[src/rtl/round_sequencer.sv]
`default_nettype none
// =============================================================================
// round_sequencer
// Round-level controller for the memory game: paces sequence playback, times
// the user input window, grades keys and grows the round until win or loss.
// Revision: 1.0
// =============================================================================
module round_sequencer #(
  parameter int TICK_DIV      = 50_000_000,
  parameter int SHOW_TICKS    = 1,
  parameter int TIMEOUT_TICKS = 5,
  parameter int N_ROUNDS      = 16,
  parameter int ADDR_W        = 4
) (
  input  logic              clock,
  input  logic              reset,
  input  logic              enter,
  input  logic              key_valid,
  input  logic              match,
  output logic              load_seq,
  output logic [ADDR_W-1:0] seq_addr,
  output logic              show,
  output logic              user_en,
  output logic [ADDR_W:0]   round,
  output logic [7:0]        time_left,
  output logic              win,
  output logic              lose,
  output logic [2:0]        state
);

  localparam int PW = (TICK_DIV > 1) ? $clog2(TICK_DIV) : 1;
  localparam int TW = (SHOW_TICKS > 1) ? $clog2(SHOW_TICKS) : 1;

  localparam logic [PW-1:0]   TICK_MAX  = PW'(TICK_DIV - 1);
  localparam logic [TW-1:0]   SHOW_LAST = TW'(SHOW_TICKS - 1);
  localparam logic [7:0]      TOUT      = 8'(TIMEOUT_TICKS);
  localparam logic [ADDR_W:0] ROUND_MAX = (ADDR_W + 1)'(N_ROUNDS);
  localparam logic [ADDR_W:0] ROUND_ONE = (ADDR_W + 1)'(1);

  typedef enum logic [2:0] {
    S_IDLE = 3'd0,
    S_LOAD = 3'd1,
    S_SHOW = 3'd2,
    S_GAP  = 3'd3,
    S_WAIT = 3'd4,
    S_WIN  = 3'd5,
    S_LOSE = 3'd6
  } state_t;

  state_t            state_q, state_d;
  logic              enter_q;
  logic [PW-1:0]     cnt_q, cnt_d;
  logic [TW-1:0]     ticks_q, ticks_d;
  logic [ADDR_W-1:0] addr_q, addr_d;
  logic [ADDR_W:0]   round_q, round_d;
  logic [7:0]        tleft_q, tleft_d;
  logic              load_q, load_d;
  logic              show_q, show_d;
  logic              user_q, user_d;
  logic              win_q, win_d;
  logic              lose_q, lose_d;

  logic start;
  logic tick;
  logic last_addr;
  logic restart;

  assign start     = enter & ~enter_q;
  assign tick      = (cnt_q == TICK_MAX);
  assign last_addr = ({1'b0, addr_q} == (round_q - ROUND_ONE));

  always_comb begin
    state_d = state_q;
    addr_d  = addr_q;
    round_d = round_q;
    tleft_d = tleft_q;
    restart = 1'b0;

    case (state_q)
      S_IDLE: begin
        if (start) begin
          state_d = S_LOAD;
          round_d = ROUND_ONE;
          addr_d  = '0;
        end
      end

      S_LOAD: begin
        state_d = S_SHOW;
        addr_d  = '0;
      end

      S_SHOW: begin
        if (tick && (ticks_q == SHOW_LAST)) begin
          state_d = S_GAP;
        end
      end

      S_GAP: begin
        if (tick) begin
          if (last_addr) begin
            state_d = S_WAIT;
            addr_d  = '0;
            tleft_d = TOUT;
          end else begin
            state_d = S_SHOW;
            addr_d  = addr_q + ADDR_W'(1);
          end
        end
      end

      S_WAIT: begin
        // A key in the same cycle as the expiring tick is graded; the timeout loses.
        if (key_valid) begin
          if (!match) begin
            state_d = S_LOSE;
          end else if (!last_addr) begin
            addr_d  = addr_q + ADDR_W'(1);
            tleft_d = TOUT;
            restart = 1'b1;
          end else if (round_q == ROUND_MAX) begin
            state_d = S_WIN;
          end else begin
            state_d = S_SHOW;
            round_d = round_q + ROUND_ONE;
            addr_d  = '0;
            tleft_d = '0;
          end
        end else if (tick) begin
          if (tleft_q == 8'd1) begin
            state_d = S_LOSE;
            tleft_d = '0;
          end else begin
            tleft_d = tleft_q - 8'd1;
          end
        end
      end

      S_WIN, S_LOSE: begin
        if (start) begin
          state_d = S_IDLE;
          round_d = '0;
          addr_d  = '0;
          tleft_d = '0;
        end
      end

      default: begin
        state_d = S_IDLE;
        round_d = '0;
        addr_d  = '0;
        tleft_d = '0;
      end
    endcase

    if ((state_d != state_q) || restart) begin
      cnt_d   = '0;
      ticks_d = '0;
    end else begin
      cnt_d   = tick ? '0 : cnt_q + PW'(1);
      ticks_d = tick ? ticks_q + TW'(1) : ticks_q;
    end

    load_d = (state_d == S_LOAD);
    show_d = (state_d == S_SHOW);
    user_d = (state_d == S_WAIT);
    win_d  = (state_d == S_WIN);
    lose_d = (state_d == S_LOSE);
  end

  always_ff @(posedge clock) begin
    if (reset) begin
      state_q <= S_IDLE;
      enter_q <= 1'b0;
      cnt_q   <= '0;
      ticks_q <= '0;
      addr_q  <= '0;
      round_q <= '0;
      tleft_q <= '0;
      load_q  <= 1'b0;
      show_q  <= 1'b0;
      user_q  <= 1'b0;
      win_q   <= 1'b0;
      lose_q  <= 1'b0;
    end else begin
      state_q <= state_d;
      enter_q <= enter;
      cnt_q   <= cnt_d;
      ticks_q <= ticks_d;
      addr_q  <= addr_d;
      round_q <= round_d;
      tleft_q <= tleft_d;
      load_q  <= load_d;
      show_q  <= show_d;
      user_q  <= user_d;
      win_q   <= win_d;
      lose_q  <= lose_d;
    end
  end

  assign load_seq  = load_q;
  assign seq_addr  = addr_q;
  assign show      = show_q;
  assign user_en   = user_q;
  assign round     = round_q;
  assign time_left = tleft_q;
  assign win       = win_q;
  assign lose      = lose_q;
  assign state     = state_q;

endmodule
`default_nettype wire

[config.mk]
export PLATFORM = sky130hd
export DESIGN_NAME = round_sequencer
export DESIGN_NICKNAME = d
export VERILOG_FILES = /design/src/rtl/round_sequencer.sv
export SDC_FILE = /design/constraint.sdc
export NUM_CORES = 1
export LEC_CHECK = 0
export CAP_MARGIN = 10
export CORE_MARGIN = 4
export CORE_UTILIZATION = 55
export CTS_CLUSTER_DIAMETER = 40
export DETAILED_ROUTE_END_ITERATION = 8
export PLACE_DENSITY = 0.85
export SLEW_MARGIN = 20
export SYNTH_ARGS = -nofsm -noshare
export SYNTH_HDL_FRONTEND = slang
export SYNTH_SLANG_ARGS = --single-unit
[constraint.sdc]
create_clock -name clock -period 2.59 [get_ports clock]
set_input_delay 0.3885 -clock clock [delete_from_list [all_inputs] [get_ports clock]]
set_output_delay 0.3885 -clock clock [all_outputs]
set_load 0.02 [all_outputs]
== Yosys cells after proc, flatten, opt, wreduce, memory -nomap -nowiden ==
Cells that the tools add are included.
Storage, ports and cells
  memories: 0
  ROM bits: 0
  register bits: 53
  input bits: 5
  logic and storage cells: 106
  memory bits (writable): 0
  latch bits: 0
Cells by class
  bitwise gates (word level): 6
  div/mod/pow operators: 0
  shift-type cells: 0
  $lt $le $gt $ge: 0
  $mul: 0
  reduce and logical (&&, ||, !) cells: 12
  muxes and demuxes: 41
  add/sub/neg operators: 6
  equality and inequality tests: 29
Operators with widths (count)
  8-bit 2-to-1 mux: 9
  3-bit 2-to-1 mux: 11
  8-bit case mux with 4 select lines: 1
  5-bit 2-to-1 mux: 6
  4-bit 2-to-1 mux: 7
  26-bit by 1-bit adder with 26-bit output, second input constant: 1
  26-bit == test, second input constant: 1
  5-bit case mux with 4 select lines: 1
  3-bit == test, second input constant: 6
  3-bit case mux with 6 select lines: 1
  2-bit != test, second input constant: 8
  4-bit case mux with 4 select lines: 1
  7-bit AND reduction: 2
  3-bit OR reduction: 4
  3-bit by 2-bit == test with 1-bit output, second input constant: 3
  3-bit != test, second input constant: 3
  8-bit by 1-bit == test with 1-bit output, second input constant: 1
  8-bit by 1-bit subtractor with 8-bit output, second input constant: 1
  3-bit by 1-bit == test with 1-bit output, second input constant: 2
  6-bit AND reduction: 1
  5-bit by 1-bit adder with 5-bit output, second input constant: 1
  4-bit by 5-bit == test with 1-bit output: 1
  5-bit == test, second input constant: 1
  1-bit inverter: 5
  12 further kinds: 16

== Logic depth before layout (Yosys ltp) ==
Gate-level depths: netlist (run 1).
  depth in word-level cells: 9
  gate-level depth with buffers: 10

== Worst setup path after synthesis (run 1) ==
Ideal clock, no wire load.
  path type: reg-to-reg
  start point: register round_q[0] (netlist: round[0])
  end point: register cnt_q[14]
  path slack: 0.038 ns
  clock period less this slack: 2.552 ns
  stages on the path, launching flop included: 10
  arrival time: 2.430 ns
  cells stage by stage: dfxtp_1 > inv_1 > ha_1 > xor2_1 > nand2_1 > nor4_4 > a31oi_1 > o2111ai_4 > buf_6 > nor3_2
Between the ends
  cells in the longest elaborated chain, start to end: 9
Ends and longest elaborated chain
  start: declaration: line 55  | logic [ADDR_W:0] round_q, round_d;
  start signal: assignment: line 191  | round_q <= round_d;
  5-bit by 1-bit subtractor with 5-bit output / 5-bit == test (equally long branches): line 70, 121
  4-bit by 5-bit == test with 1-bit output / 3-bit 2-to-1 mux (equally long branches): line 70, 121
  3-bit 2-to-1 mux: line 117  | end else if (!last_addr) begin
  3-bit 2-to-1 mux: line 115  | if (!match) begin
  3-bit 2-to-1 mux: line 114  | if (key_valid) begin
  3-bit case mux with 6 select lines: line 79  | case (state_q)
  3-bit != test: line 156  | if ((state_d != state_q) || restart) begin
  1-bit logical OR (*): line 156
  3-bit OR reduction (no source line) (*)
  end signal: assignment: line 188  | cnt_q <= cnt_d;
  end: declaration: line 52  | logic [PW-1:0] cnt_q, cnt_d;
Mark *: on every way between the ends. The rest lies on a longest branch, timed or not.
A chain may end at the register's enable or synchronous reset.

== Worst setup path in the final report (run 1) ==
  start point: register round_q[1] (netlist: round[1])
  end point: register addr_q[2] (netlist: seq_addr[2])
Between the ends
  cells in the longest elaborated chain, start to end: 6
Ends and longest elaborated chain
  5-bit by 1-bit subtractor with 5-bit output: line 70  | assign last_addr = ({1'b0, addr_q} == (round_q - ROUND_ONE));
  4-bit by 5-bit == test with 1-bit output: line 70
  4-bit 2-to-1 mux: line 117
  4-bit 2-to-1 mux: line 115
  4-bit 2-to-1 mux: line 114
  4-bit case mux with 4 select lines: line 79
  end signal: assignment: line 190  | addr_q <= addr_d;
  end: declaration: line 54  | logic [ADDR_W-1:0] addr_q, addr_d;
Parallel ways exist; a longest one is shown, timed or not. The select of a mux whose other input is x is not followed.

==> results of run 1 <==
[state kept, by name (all words and copies together) (netlist names)]
name       count
cnt_q         26
time_left      8
round          5
seq_addr       4
state          3
enter_q        1
load_seq       1
lose           1
show           1
ticks_q        1
user_en        1
win            1
[final cells by class]
type,count,area (sq um)
Clock buffer,7,86.33
Timing Repair Buffer,43,420.4
Inverter,15,56.30
Clock inverter,1,30.03
Sequential cell,53,1061
Tap cell,72,90.09
Multi-Input combinational cell,286,1933
Fill cell,465,1795
[metrics by stage]
| stage | instance area (sq um) | power, mW | worst slack, ns | hold slack [ns] |
|---|---|---|---|---|
| after CTS | 3633 | 1.612 | 0.08951 | 0.5131 |
| final | 3677 | 1.597 | 0.1740 | 0.5003 |
| after global placement | 3517 | 1.025 | 0.2186 | 0.4740 |
| after floorplan | 3095 | 0.9761 | 0.03787 | 0.4548 |
| after detailed placement | 3517 | 1.029 | 0.1031 | 0.4953 |
| after global routing | 3677 | 1.663 | 0.03749 | 0.5444 |
[cells by family after synthesis]
logic type / count (synthesis)
xor+xnor: 34
simple gates: 187
flops: 53
compound gates: 54
mux: 3
buf+inv: 29
fa+ha+maj: 8
[worst max-delay path by stage]
stage                                 to                  start  cells after the start  slack [ns]
2_1_floorplan       cnt_q[14]$_SDFF_PP0_  round[0]$_SDFFE_PP0P_                      9        0.04
3_3_place_gp   time_left[0]$_SDFFE_PP0P_  round[1]$_SDFFE_PP0P_                      8        0.22
3_5_place_dp   time_left[0]$_SDFFE_PP0P_  round[1]$_SDFFE_PP0P_                      8        0.10
4_1_cts        time_left[0]$_SDFFE_PP0P_  round[1]$_SDFFE_PP0P_                      8        0.09
5_1_grt             cnt_q[12]$_SDFF_PP0_  round[1]$_SDFFE_PP0P_                      9        0.04
6_report        seq_addr[2]$_SDFFE_PP0P_  round[1]$_SDFFE_PP0P_                     10        0.17
[power breakdown]
part / switching [mW] / leakage (nW) / internal, mW
Combinational: 0.103 / 0.837 / 0.0729
Sequential: 0.0129 / 0.428 / 0.825
Clock: 0.268 / 0.0585 / 0.316
Total: 0.384 / 1.32 / 1.21
[what timing repair did]
action                                  in CTS  in global routing
setup buffers                                0                  2
resized for setup                            0                  5
endpoints found under the setup margin       0                 33
[routing by layer]
metal / track usage, % / vias to the layer above / part of all wire [%]
met3: 3.373 / 6 / 4.1
li1: - / 1379 / -
met1: 24.75 / 1302 / 44
met5: 0 / - / 0
met4: 6.984 / 0 / 0.99
met2: 37.24 / 68 / 50
[layout by cell type (no fill, tap or decap), drive strengths merged, types with 8 or more instances in the layout]
master          n
dfxtp          53
nor3           31
nand2          44
xnor2          20
nor2           41
and3            9
nor4            8
o21ai          12
buf            14
xor2           13
inv            15
nand3          15
clkdlybuf4s50  29
==> impl_metrics.env, run 1 <==
export IMPL_fin_crit_ns=2.416
export IMPL_worstPathRequired_ns=2.80
export IMPL_crit_top_cell="sky130_fd_sc_hd__buf_4"
export IMPL_post_synth_main_area_contributors="sky130_fd_sc_hd__dfxtp_1, sky130_fd_sc_hd__nand2_1, sky130_fd_sc_hd__xnor2_1, sky130_fd_sc_hd__nor2_1, sky130_fd_sc_hd__xor2_1"
export IMPL_initialDrtViolationCount=187
export IMPL_fin_nets=415
export IMPL_io_pin_count=30
export IMPL_fp_coreArea_sq_um=5473
export IMPL_startpoint_of_the_worst_slack_reg_to_reg_timing_path="round[1]$_SDFFE_PP0P_"
export IMPL_worstHoldStart="cnt_q[0]$_SDFF_PP0_"
export IMPL_first_global_vias=2686
export IMPL_critical_path_slowest_cell="sky130_fd_sc_hd__dfxtp_1"
export IMPL_area_growth_syn_to_layout_pct=18.80
export IMPL_final_instance_count_excl_fill=477
export IMPL_ys_top_cells_by_count="sky130_fd_sc_hd__dfxtp_1, sky130_fd_sc_hd__nand2_1, sky130_fd_sc_hd__nor2_1"
export IMPL_post_synth_instance_area_sq_um=3095
export IMPL_worstHoldPathType="reg2reg"
export IMPL_timing_worst_slew_pin_value_ns=0.4494
export IMPL_post_route_period_util_pct=93.28
export IMPL_p_leak_nw=1.324
export IMPL_syn_nets=379
export IMPL_predominant_post_synthesis_flop_cell="sky130_fd_sc_hd__dfxtp_1"
export IMPL_synth_top_family_by_area="simple AND/OR/NAND/NOR gates"
export IMPL_achievable_frequency_mhz=413.9
export IMPL_core_rowCount=27
export IMPL_antenna_diode_count=0
export IMPL_first_pass_iters=4
export IMPL_synth_seq_area_share_pct=34.28
export IMPL_gp_congestion=0.9039
export IMPL_viasPerCell=5.776
export IMPL_min_path_cells=1
export IMPL_yosys_warnings=0
export IMPL_synth_lib_cells_used_distinct=62
export IMPL_timing_critical_path_from_type="register"
export IMPL_critPathKind="reg2reg"
export IMPL_regToRegEndpoint="seq_addr[2]$_SDFFE_PP0P_"
export IMPL_cts_tree="yes"
export IMPL_finalSetupViolCount=0
export IMPL_port_buffer_count=29
export IMPL_fin_tns_setup_ns=0
export IMPL_route_vias_total=2755
export IMPL_post_synth_top_area_cell="sky130_fd_sc_hd__dfxtp_1"
export IMPL_fin_worst_skew_ns=0.009084
export IMPL_yosysTopAreaCellShare_pct=34.28
export IMPL_synth_simple_gate_area_share_pct=33.47
export IMPL_die_x_um=83.02
export IMPL_edff_count_synth=0
export IMPL_cts_sinks=53
export IMPL_post_cts_hold_buffer_count=0
export IMPL_timing_max_cap_violations=0
export IMPL_reg2reg_setup_slack_ns=0.17
export IMPL_sum_of_buffers_and_inverters_on_the_critical_path=4
export IMPL_cts_htree_levels=2
export IMPL_grt_first_pass_wirelength_um=12170
export IMPL_cp_top_family="compound AO/OA/AOI/OAI gates"
export IMPL_synth_most_common_cell="sky130_fd_sc_hd__dfxtp_1"
export IMPL_final_antenna_net_count=0
export IMPL_r2r_cells=10
export IMPL_timing_critical_path_fanout_max=6
export IMPL_avgRoutedWirePerCell_um=14.77
export IMPL_layout_drive_gt1_share_pct=11.60
export IMPL_critPathMaxStageDelay_ns=0.42
export IMPL_groute_usage_overall_pct=20.67
export IMPL_vdd_ir_drop_worst_mv=0.2604
export IMPL_floorplan_initialDensity_pct=56.56
export IMPL_synth_area_in_compound_gates_pct=13.42
export IMPL_place_detailed_instances=467
export IMPL_max_slew_headroom_pct=69.98
export IMPL_clock_insertion_delay_worst_skew_ns=0.30
export IMPL_cts_root_to_sink_buffers=2
export IMPL_end_kind="register"
export IMPL_share_of_the_core_filled_with_cells_in_the_final_layout_pct=67.19
export IMPL_antenna_found_initial=0
export IMPL_synth_async_reset_ratio_pct=0
export IMPL_synth_xor_area_share_pct=10.55
export IMPL_arrival_time_worst_endpoint_ns=2.62
export IMPL_pwr_density_nw_per_um2=434.2
export IMPL_adder_cell_share_of_the_synthesized_area_pct=3.072
export IMPL_hold_path_endpoint="cnt_q[0]$_SDFF_PP0_"
export IMPL_status="finished clean"
export IMPL_final_max_slew_viol_count=0
export IMPL_syn_area_per_cell_sq_um=8.412
export IMPL_total_routed_length_um=7047
export IMPL_largest_net_degree_at_the_start_of_global_routing=28
export IMPL_synth_cells=368
export IMPL_global_route_overflow_total=0
export IMPL_fp_dieArea_sq_um=6892
export IMPL_synth_mux_area_share_pct=1.011
export IMPL_critical_path_cell_chain="inv_1 > ha_2 > and3b_1 > o32ai_2 > nor4_4 > buf_4 > buf_4 > buf_4 > o31a_1 > o32ai_1"
export IMPL_worst_setup_hold_path_clk_slew_ns=0.10
export IMPL_remaining_drc_errors=0
export IMPL_final_hold_violation_count=0
export IMPL_numCtsBuffers=5
export IMPL_die_ht_um=83.02
export IMPL_rsz_0062_raised_after_global_routing="no"
export IMPL_synth_seq_cells=53
export IMPL_hpwl_um=5143
export IMPL_cts_root_buf="sky130_fd_sc_hd__clkbuf_8"
(Power assumes the default switching activity.)
==> run 2, diff against run 1 <==
--- a/config.mk
+++ b/config.mk
@@ -5,12 +5,14 @@
 export SDC_FILE = /design/constraint.sdc
 export NUM_CORES = 1
 export LEC_CHECK = 0
+export ABC_AREA = 1
 export CAP_MARGIN = 10
 export CORE_MARGIN = 4
 export CORE_UTILIZATION = 55
 export CTS_CLUSTER_DIAMETER = 40
 export DETAILED_ROUTE_END_ITERATION = 8
 export PLACE_DENSITY = 0.85
+export RECOVER_POWER = 100
 export SLEW_MARGIN = 20
 export SYNTH_ARGS = -nofsm -noshare
 export SYNTH_HDL_FRONTEND = slang
==> impl_metrics.env, run 2 <==
export IMPL_timing_worst_slew_pin_value_ns=0.4993
export IMPL_area_growth_syn_to_layout_pct=11.79
export IMPL_clock_insertion_delay_worst_skew_ns=0.31
export IMPL_critPathKind="reg2reg"
export IMPL_post_route_period_util_pct=90.67
export IMPL_regMostFlops="cnt_q"
export IMPL_fin_crit_ns=2.348
export IMPL_syn_nets=467
export IMPL_floorplan_initialDensity_pct=58.13
export IMPL_cts_sinks=53
export IMPL_worstHoldStart="cnt_q[0]$_SDFF_PP0_"
export IMPL_yosys_warnings=0
export IMPL_initialDrtViolationCount=77
export IMPL_hpwl_um=5368
export IMPL_synth_async_reset_ratio_pct=0
export IMPL_total_routed_length_um=6984
export IMPL_reg2reg_setup_slack_ns=0.24
export IMPL_hold_path_endpoint="cnt_q[0]$_SDFF_PP0_"
export IMPL_startpoint_of_the_worst_slack_reg_to_reg_timing_path="round[1]$_SDFFE_PP0P_"
export IMPL_p_leak_nw=1.530
export IMPL_remaining_drc_errors=0
export IMPL_avgRoutedWirePerCell_um=12.27
export IMPL_pwr_density_nw_per_um2=473.3
export IMPL_port_buffer_count=29
export IMPL_max_slew_headroom_pct=66.71
export IMPL_achievable_frequency_mhz=425.8
export IMPL_r2r_cells=17
export IMPL_viasPerCell=5.232
export IMPL_timing_max_cap_violations=0
export IMPL_finalSetupViolCount=0
export IMPL_post_cts_resized=0
export IMPL_predominant_post_synthesis_flop_cell="sky130_fd_sc_hd__dfxtp_1"
export IMPL_fp_coreArea_sq_um=5642
export IMPL_die_x_um=85.22
export IMPL_cts_root_buf="sky130_fd_sc_hd__clkbuf_8"
export IMPL_arrival_time_worst_endpoint_ns=2.59
export IMPL_edff_count_synth=0
export IMPL_numCtsBuffers=5
export IMPL_fin_hold_ws_ns=0.4807
export IMPL_most_common_library_cell_in_the_layout_ignoring_fill_and_taps="sky130_fd_sc_hd__nand2_1"
export IMPL_cts_root_to_sink_buffers=2
export IMPL_layout_cell_area_excl_fill_sq_um=3666
export IMPL_first_pass_iters=6
export IMPL_antenna_found_initial=0
export IMPL_yosysTopAreaCellShare_pct=32.35
export IMPL_post_synth_top_area_cell="sky130_fd_sc_hd__dfxtp_1"
export IMPL_worst_setup_hold_path_clk_slew_ns=0.10
export IMPL_worstPathRequired_ns=2.83
export IMPL_ys_top_cells_by_count="sky130_fd_sc_hd__nand2_1, sky130_fd_sc_hd__inv_1, sky130_fd_sc_hd__nor2_1"
export IMPL_vdd_ir_drop_worst_mv=0.4579
export IMPL_post_cts_hold_buffer_count=0
export IMPL_fp_dieArea_sq_um=7262
export IMPL_dpl_instance_area_sq_um=3701
export IMPL_largest_register_ffs=26
export IMPL_die_ht_um=85.22
export IMPL_fin_tns_setup_ns=0
export IMPL_setup_slack_ns=0.2416
export IMPL_share_of_the_core_filled_with_cells_in_the_final_layout_pct=64.98
export IMPL_syn_area_per_cell_sq_um=7.192
export IMPL_core_rowCount=27
export IMPL_end_kind="register"
export IMPL_synth_seq_area_share_pct=32.35
export IMPL_antenna_diode_count=0
export IMPL_most_common_layout_cells="sky130_fd_sc_hd__nand2_1, sky130_fd_sc_hd__nor2_1, sky130_fd_sc_hd__inv_1"
export IMPL_final_antenna_net_count=0
export IMPL_synth_seq_cells=53
export IMPL_final_hold_violation_count=0
export IMPL_cts_repair_timing_setup_buffer_count=0
export IMPL_gp_congestion=0.9469
export IMPL_global_route_overflow_total=0
export IMPL_post_synth_main_area_contributors="sky130_fd_sc_hd__dfxtp_1, sky130_fd_sc_hd__nand2_1, sky130_fd_sc_hd__nor2_4, sky130_fd_sc_hd__inv_1, sky130_fd_sc_hd__nor2_1"
export IMPL_largest_net_degree_at_the_start_of_global_routing=17
export IMPL_groute_usage_overall_pct=20.40
export IMPL_synth_lib_cells_used_distinct=34
export IMPL_rsz_0062_raised_after_global_routing="no"
export IMPL_first_global_vias=2902
export IMPL_post_synth_instance_area_sq_um=3279
export IMPL_fin_worst_skew_ns=0.008308
export IMPL_cts_htree_levels=2
export IMPL_route_vias_total=2977
export IMPL_synth_cells=456
export IMPL_min_path_cells=1
export IMPL_synth_most_common_cell="sky130_fd_sc_hd__nand2_1"
export IMPL_layout_drive_gt1_share_pct=10.87
export IMPL_final_max_slew_viol_count=0
export IMPL_io_pin_count=30
export IMPL_cts_tree="yes"
export IMPL_post_place_ws_ns=0.1884
export IMPL_timing_critical_path_fanout_max=12
export IMPL_fin_nets=507
export IMPL_timing_critical_path_from_type="register"
export IMPL_regToRegEndpoint="cnt_q[18]$_SDFF_PP0_"
export IMPL_grt_first_pass_wirelength_um=12480
export IMPL_worstHoldPathType="reg2reg"
export IMPL_status="finished clean"
## run 2: cell types whose count changed in the layout (fill, tap and decap cells not counted), moves of 8 or more
cell,before,now
sky130_fd_sc_hd__nor2_1,41,71
sky130_fd_sc_hd__nand2_1,44,89
sky130_fd_sc_hd__dlygate4sd3_1,0,25
sky130_fd_sc_hd__inv_1,15,57
sky130_fd_sc_hd__a21oi_1,5,17
sky130_fd_sc_hd__nand3_1,15,25
sky130_fd_sc_hd__nor2_4,0,9
sky130_fd_sc_hd__nor3_2,10,2
sky130_fd_sc_hd__clkdlybuf4s50_1,29,4
sky130_fd_sc_hd__inv_2,0,8
sky130_fd_sc_hd__xnor2_1,18,10
## run 2: worst max-delay path, cell delays in order (launching register included)
cell and delay (ns):
sky130_fd_sc_hd__dfxtp_2 0.36, sky130_fd_sc_hd__inv_1 0.08, sky130_fd_sc_hd__ha_2 0.35, sky130_fd_sc_hd__nor2_1 0.05
sky130_fd_sc_hd__nor2_1 0.10, sky130_fd_sc_hd__nand2_1 0.06, sky130_fd_sc_hd__nor2_2 0.18, sky130_fd_sc_hd__nand2_2 0.11
sky130_fd_sc_hd__inv_2 0.10, sky130_fd_sc_hd__nor2_1 0.06, sky130_fd_sc_hd__nor2_2 0.08, sky130_fd_sc_hd__nand2_1 0.10
sky130_fd_sc_hd__clkinv_1 0.10, sky130_fd_sc_hd__nor2_2 0.04, sky130_fd_sc_hd__nor2_2 0.13, sky130_fd_sc_hd__nand3_4 0.12
sky130_fd_sc_hd__buf_12 0.16, sky130_fd_sc_hd__nor2_1 0.10
## run 2: kinds of logic after synthesis
group,share of synthesized area [%]
flip-flops,32.35
AND/OR/NAND/NOR,40.29
adder cells (fa/ha/maj),2.289
buffers and inverters,9.844
AO/OA/AOI/OAI,7.478
XOR/XNOR,7.745
## run 2: power by group
| group | switching [mW] | total, mW | internal (mW) |
|---|---|---|---|
| Combinational | 0.243 | 0.398 | 0.155 |
| Clock | 0.282 | 0.473 | 0.191 |
| Sequential | 0.0239 | 0.864 | 0.840 |
## run 2: worst max path at each step
| stage | startpoint | to | slack, ns | depth (start not counted) |
|---|---|---|---|---|
| after floorplan | round[0]$_SDFFE_PP0P_ | cnt_q[22]$_SDFF_PP0_ | 0.17 | 15 |
| after global placement | round[1]$_SDFFE_PP0P_ | cnt_q[0]$_SDFF_PP0_ | 0.29 | 15 |
| after detailed placement | round[1]$_SDFFE_PP0P_ | cnt_q[24]$_SDFF_PP0_ | 0.19 | 15 |
| after CTS | round[1]$_SDFFE_PP0P_ | cnt_q[24]$_SDFF_PP0_ | 0.14 | 18 |
| after global routing | round[1]$_SDFFE_PP0P_ | cnt_q[5]$_SDFF_PP0_ | 0.03 | 17 |
| final | round[1]$_SDFFE_PP0P_ | cnt_q[18]$_SDFF_PP0_ | 0.24 | 17 |
## run 2: per-layer routing
metal  part of all wire [%]  GRT usage [%]
met1                     43          24.55
met5                      0              0
met4                    1.7          6.187
met2                     51          36.44
met3                    4.2          3.981
## run 2: cell type report
class                           count  area (sq um)
Fill cell                         522          1976
Multi-Input combinational cell    329          1783
Sequential cell                    53          1062
Timing Repair Buffer               41         395.4
Inverter                           66         247.7
Tap cell                           72         90.09
Clock buffer                        6         72.57
Clock inverter                      2         15.01
## run 2: per-stage QoR
stage / std cells / total power [mW]
detailed placement: 561 / 1.311
floorplan: 456 / 1.195
global route: 569 / 1.830
finish: 569 / 1.735
global placement: 561 / 1.301
CTS: 569 / 1.776
